===== config.mk =====
export PLATFORM = sky130hd
export DESIGN_NAME = header_loader
export DESIGN_NICKNAME = d
export VERILOG_FILES = /design/src/rtl/miner_pkg.sv /design/src/rtl/header_loader.sv
export SDC_FILE = /design/constraint.sdc
export NUM_CORES = 2
export LEC_CHECK = 0
export ABC_AREA = 1
export CAP_MARGIN = 40
export CORE_AREA = 8 8 501 503
export CTS_CLUSTER_DIAMETER = 40
export DETAILED_ROUTE_END_ITERATION = 16
export DIE_AREA = 0 0 509 511
export PLACE_DENSITY = 0.35
export SLEW_MARGIN = 20
export SYNTH_ARGS = -nofsm -noshare
export SYNTH_HDL_FRONTEND = slang
export SYNTH_SLANG_ARGS = --single-unit

===== constraint.sdc =====
create_clock -name clk -period 4.1 [get_ports clk]
set_clock_uncertainty 0.15 [all_clocks]
set_input_delay 0.82 -clock clk [delete_from_list [all_inputs] [get_ports clk]]
set_output_delay 0.82 -clock clk [all_outputs]
set_load 0.02 [all_outputs]

===== src/rtl/miner_pkg.sv =====
// Shared types, header word map and byte-swap helper for the mining front end.
package miner_pkg;

  typedef enum logic [2:0] {LOAD, DRAIN, KICK, RUN, RESULT} hl_state_t;

  localparam int W_VERSION = 0;
  localparam int W_PREV    = 1;
  localparam int W_MERKLE  = 9;
  localparam int W_TIME    = 17;
  localparam int W_BITS    = 18;
  localparam int W_TARGET  = 19;
  localparam int HDR_WORDS = 20;
  localparam int IDX_W     = 5;

  function automatic logic [31:0] bswap32(input logic [31:0] d);
    return {d[7:0], d[15:8], d[23:16], d[31:24]};
  endfunction

endpackage


===== src/rtl/header_loader.sv =====
// Loads a 20-word block header, runs multi_supervisor and holds its result.
// Build option: define BSWAP_IN_EN to byte-reverse every accepted header word.
module header_loader
  import miner_pkg::*;
#(
  parameter int CYC_W     = 48,
  parameter int TGT_RESET = 16
) (
  input  logic              clk,
  input  logic              reset,
  // Header stream: a word transfers on a rising edge where s_valid && s_ready.
  // s_ready does not depend on s_valid; s_valid/s_data/s_last hold until taken.
  input  logic              s_valid,
  output logic              s_ready,
  input  logic [31:0]       s_data,
  input  logic              s_last,
  input  logic              abort,
  output logic              sup_reset,
  output logic              sup_start,
  output logic [31:0]       version,
  output logic [255:0]      hashPrevBlock,
  output logic [255:0]      hashMerkleRoot,
  output logic [31:0]       timestamp,
  output logic [31:0]       bits,
  output logic [31:0]       target_bits,
  input  logic              sup_done,
  input  logic [255:0]      sup_hash,
  input  logic [31:0]       sup_nonce,
  input  logic              sup_success,
  output logic              res_valid,
  input  logic              res_ready,
  output logic [255:0]      res_hash,
  output logic [31:0]       res_nonce,
  output logic              res_success,
  output logic [CYC_W-1:0]  res_cycles,
  output logic              err_frame,
  output hl_state_t         dbg_state,
  output logic [IDX_W-1:0]  dbg_word_idx
);

  localparam logic [IDX_W-1:0] IDX_VERSION = IDX_W'(W_VERSION);
  localparam logic [IDX_W-1:0] IDX_MERKLE  = IDX_W'(W_MERKLE);
  localparam logic [IDX_W-1:0] IDX_TIME    = IDX_W'(W_TIME);
  localparam logic [IDX_W-1:0] IDX_BITS    = IDX_W'(W_BITS);
  localparam logic [IDX_W-1:0] IDX_TARGET  = IDX_W'(W_TARGET);

  hl_state_t          r_state;
  logic [IDX_W-1:0]   r_word_idx;
  logic [31:0]        r_version;
  logic [255:0]       r_prev;
  logic [255:0]       r_merkle;
  logic [31:0]        r_time;
  logic [31:0]        r_bits;
  logic [31:0]        r_target;
  logic               r_sup_reset;
  logic               r_sup_start;
  logic               r_res_valid;
  logic [255:0]       r_res_hash;
  logic [31:0]        r_res_nonce;
  logic               r_res_success;
  logic [CYC_W-1:0]   r_res_cycles;
  logic [CYC_W-1:0]   r_cnt;
  logic               r_err_frame;

  logic [31:0]        w_data;
  logic               w_accept;
  logic [2:0]         w_prev_slot;
  logic [2:0]         w_merkle_slot;

`ifdef BSWAP_IN_EN
  assign w_data = bswap32(s_data);
`else
  assign w_data = s_data;
`endif

  // Abort wins over a word offered in the same cycle, so the word is not taken.
  assign s_ready  = ((r_state == LOAD) || (r_state == DRAIN)) && !abort;
  assign w_accept = s_valid && s_ready;

  // First word of each 256-bit field lands in the top 32 bits (slot 7).
  assign w_prev_slot   = 3'(IDX_W'(W_MERKLE - 1) - r_word_idx);
  assign w_merkle_slot = 3'(IDX_W'(W_TIME - 1) - r_word_idx);

  always_ff @(posedge clk) begin
    if (reset) begin
      r_state       <= LOAD;
      r_word_idx    <= '0;
      r_version     <= '0;
      r_prev        <= '0;
      r_merkle      <= '0;
      r_time        <= '0;
      r_bits        <= '0;
      r_target      <= 32'(TGT_RESET);
      r_sup_reset   <= 1'b1;
      r_sup_start   <= 1'b0;
      r_res_valid   <= 1'b0;
      r_res_hash    <= '0;
      r_res_nonce   <= '0;
      r_res_success <= 1'b0;
      r_res_cycles  <= '0;
      r_cnt         <= '0;
      r_err_frame   <= 1'b0;
    end else begin
      r_err_frame <= 1'b0;
      case (r_state)
        LOAD: begin
          if (abort) begin
            r_word_idx <= '0;
          end else if (w_accept) begin
            if (r_word_idx == IDX_VERSION)     r_version <= w_data;
            else if (r_word_idx < IDX_MERKLE)  r_prev[{w_prev_slot, 5'b0} +: 32] <= w_data;
            else if (r_word_idx < IDX_TIME)    r_merkle[{w_merkle_slot, 5'b0} +: 32] <= w_data;
            else if (r_word_idx == IDX_TIME)   r_time <= w_data;
            else if (r_word_idx == IDX_BITS)   r_bits <= w_data;
            else                               r_target <= w_data;

            if (r_word_idx == IDX_TARGET) begin
              r_word_idx <= '0;
              if (s_last) begin
                r_state <= KICK;
              end else begin
                r_err_frame <= 1'b1;
                r_state     <= DRAIN;
              end
            end else if (s_last) begin
              r_err_frame <= 1'b1;
              r_word_idx  <= '0;
            end else begin
              r_word_idx <= r_word_idx + 1'b1;
            end
          end
        end
        DRAIN: begin
          if (abort || (w_accept && s_last)) begin
            r_state    <= LOAD;
            r_word_idx <= '0;
          end
        end
        KICK: begin
          r_word_idx <= '0;
          if (abort) begin
            r_state <= LOAD;
          end else begin
            r_state     <= RUN;
            r_cnt       <= '0;
            r_sup_reset <= 1'b0;
            r_sup_start <= 1'b1;
          end
        end
        RUN: begin
          if (abort) begin
            r_state     <= LOAD;
            r_word_idx  <= '0;
            r_sup_reset <= 1'b1;
            r_sup_start <= 1'b0;
          end else if (sup_done) begin
            r_state       <= RESULT;
            r_res_valid   <= 1'b1;
            r_res_hash    <= sup_hash;
            r_res_nonce   <= sup_nonce;
            r_res_success <= sup_success;
            r_res_cycles  <= r_cnt;
            r_sup_reset   <= 1'b1;
            r_sup_start   <= 1'b0;
          end else if (r_cnt != '1) begin
            r_cnt <= r_cnt + CYC_W'(1);
          end
        end
        RESULT: begin
          if (r_res_valid && res_ready) begin
            r_res_valid <= 1'b0;
            r_state     <= LOAD;
            r_word_idx  <= '0;
          end
        end
        default: begin
          r_state    <= LOAD;
          r_word_idx <= '0;
        end
      endcase
    end
  end

  assign sup_reset      = r_sup_reset;
  assign sup_start      = r_sup_start;
  assign version        = r_version;
  assign hashPrevBlock  = r_prev;
  assign hashMerkleRoot = r_merkle;
  assign timestamp      = r_time;
  assign bits           = r_bits;
  assign target_bits    = r_target;
  assign res_valid      = r_res_valid;
  assign res_hash       = r_res_hash;
  assign res_nonce      = r_res_nonce;
  assign res_success    = r_res_success;
  assign res_cycles     = r_res_cycles;
  assign err_frame      = r_err_frame;
  assign dbg_state      = r_state;
  assign dbg_word_idx   = r_word_idx;

endmodule


==> metrics.md <==
| Metric | Value |
|---|---|
| Register area share after synthesis | `a little over half` |
| Nets | `between 6,000 and 7,000` |
| Hold Vio Cnt, Final | `0` |
| I/O Buffers | `about 1,300` |
| Most frequent cells in the layout | `clkdlybuf4s50_1 (1,316), nor2_1 (1,118), dfxtp_1 (1,036)` |
| Core footprint | `approximately 240,000 sq um` |
| Die ar. | `approximately 260,000 sq um` |
| Syn_area_per_cell | `slightly below 8 sq um` |
| Max_cap viols | `0` |
| Clk sinks | `1,037` |
| Placed wire-length estimate | `between 200 and 250 mm` |
| Peak supply drop | `~0.36 mV` |
| Reported leakage power | `24.33 nW` |
| Worst-Margin Slew | `1.118 ns` |
| GR Util All Layers | `around a fifth` |
| GP Congestion | `slightly above 0.8` |
| Drt via density | `4.164` |
| CTS tree | `yes` |
| Max Transition Viols Final | `0` |
| WL per Instance | `between 20 and 30 um` |
| Status | `completed` |
| Num CTS Buffers | `around 240` |
| Min-Delay Path Class | `in2reg` |
| Slew HR | `25.46%` |
| Pin count of the biggest net entering global routing | `~150` |
| Share of the synthesized area in the top cell type | `between 50% and 60%` |
| Crit. End Element | `output pin` |
| Fmax | `around 300 MHz` |
| Chip width | `509 um` |
| CTS Hold Bufs | `0` |
| Flops & latches, synth | `between 1,000 and 1,500` |
| IO Count | `roughly 1,300` |
| Fin crit period | `3.364 ns` |
| Synth area leader | `dfxtp_1` |
| Worst EP required | `between 3 and 4 ns` |
| Die Span Y | `slightly above 500 um` |
| Arrival @ worst endpoint | `about 2.4 ns` |
| Share of layout cells above drive strength 1 | `about a tenth` |
| Initial antenna violation count | `65` |
| Period utilisation layout | `~80%` |
| Mapped Area | `approximately 38,000 sq um` |
| H-Tree Depth | `4` |
| Vias in the first global route | `40,890` |
| Netlist cell types | `36` |
| Root Driver | `clkbuf_16` |
| WL final | `260.8 mm` |
| Critical path class | `reg2out` |
| Gr ovfl total | `0` |
| TNS Setup | `0 ns` |
| Crit path launch type | `flop` |
| RSZ-0062 raised after global routing | `false` |
| DRT Pass-1 Iters | `7` |
| Commonest non-fill, non-tap cell in the layout | `clkdlybuf4s50_1` |
| DR iter-0 viols | `approximately 2,500` |
| Placement Rows | `approximately 180` |
| Pwr/cell area | `519.9 nW/um^2` |
| Max FO, Critical Path | `37` |
| Clock buffer depth | `3` |
| Detail Route Antenna Nets | `0` |
| Largest cells by area after synthesis | `dfxtp_1 (54%), nor2_1 (11%), o21ai_0 (8.7%), a21oi_1 (7.1%), nand2_1 (3.7%)` |
| Global-route wire length before repair | `353.8 mm` |
| Skew-Pair Late Insertion Delay | `between 0.8 and 0.9 ns` |
| Synth Instances | `around 5,000` |
| Area Overhead vs Synth | `68.75%` |
| Post-synthesis net count | `5,339` |
| Starting Density | `between 10% and 20%` |
| PnR Total Power | `around 0.034 W` |
| Worst-path clk slew | `approximately 0.050 ns` |
| Setup Viol. Count Final | `0` |
| Yosys warnings | `0` |
| Post_cts resized | `0` |
| Drt drc | `0` |
| Vias | `40,880` |
| Setup Buffers After CTS | `0` |
critical path: stages, from the launching register on:
cell and delay [ns]:
dfxtp_2 0.32, buf_4 0.40, clkdlybuf4s50_1 0.82
Yosys cell counts:
library cell  number
o21ai_0          667
buf_2             99
clkbuf_1         224
clkinv_1           4
a31oi_1            3
o21ai_1          198
nand2_2            9
nor2_2             9
ha_1               8
nand4_1           80
inv_1            327
dfxtp_1         1037
nor2_1          1120
and2_1             1
nand4_4            2
nor2_8             1
nor3_1            55
a21oi_1          543
buf_1             14
nand3_2            3
o21ai_4            1
nand3_4            1
xor2_1             9
a211oi_1           5
nand3_1          147
nor2_4             3
nor3_2             2
o211ai_1           2
nor3_4             2
o2111ai_1          3
buf_4             24
buf_6              1
nand2_1          378
inv_2             15
clkbuf_2           1
nand3b_1           5
state kept, by name (all words and copies together) (netlist names):
name	flops
dbg_word_idx	5
version	32
sup_reset	1
dbg_state	3
res_success	1
hashPrevBlock	256
res_hash	256
res_valid	1
hashMerkleRoot	256
err_frame	1
res_cycles	48
timestamp	32
target_bits	32
r_cnt	48
res_nonce	32
bits	32
sup_start	1
metal layers:
metal	GRT usage, %	up-vias	wire length, um
met5	0	-	7
met4	5.279	2	8239
met3	7.426	419	23840
met2	34.12	1588	128700
met1	21.00	19540	100100
li1	-	19330	-
report_power, final:
group | total [W] | internal [W] | switching [W]
clock | 0.0205 | 0.0137 | 0.00678
sequential | 0.0103 | 0.0102 | 0.0000786
combinational | 0.00293 | 0.000892 | 0.00203
path summary, 6_finish.rpt:
| check | end | depth (start not counted) | slack (ns) | from |
|---|---|---|---|---|
| worst max-delay path | dbg_word_idx[0] | 2 | 0.74 | dbg_word_idx[0]$_SDFFE_PP0P_ |
| worst min-delay path | sup_start$_SDFFE_PP0P_ | 2 | 0.20 | reset |
| worst max register to register | hashMerkleRoot[111]$_SDFFE_PP0P_ | 14 | 0.75 | dbg_word_idx[1]$_SDFFE_PP0P_ |
| worst min register to register | bits[28]$_SDFFE_PP0P_ | 2 | 0.29 | bits[28]$_SDFFE_PP0P_ |
area by class of cell:
type	count	area, sq um
Multi-Input combinational cell	3257	14860
Tap cell	3202	4006
Fill cell	26370	177600
Clock inverter	156	2257
Sequential cell	1037	20760
Timing Repair Buffer	1518	15230
Clock buffer	293	6464
Inverter	346	1315
Antenna cell	9	22.52
cells by family after synthesis:
family | count (synthesis) | synth area share [%]
AOI/OAI and AO/OA | 1422 | 18.61
xor gates and xnor gates | 9 | 0.2049
adders and majority gates | 8 | 0.2602
buffers and inverters | 709 | 7.497
DFF | 1037 | 53.96
and+or+nand+nor | 1818 | 19.46
through the flow:
step / cell area (sq um) / util [%] / hold WS, ns / setup WS, ns / cells
after detailed placement: 56170 / 23.16 / 0.2851 / 0.4947 / 9360
after global placement: 55720 / 22.97 / 0.2798 / 0.3865 / 9331
final: 64920 / 26.76 / 0.2028 / 0.7364 / 9818
after CTS: 64890 / 26.76 / 0.1192 / 0.6088 / 9809
after global routing: 64900 / 26.76 / 0.1438 / 0.4576 / 9810
after floorplan: 38470 / - / 0.2941 / 1.271 / 5003
(Power assumes the default switching activity.)
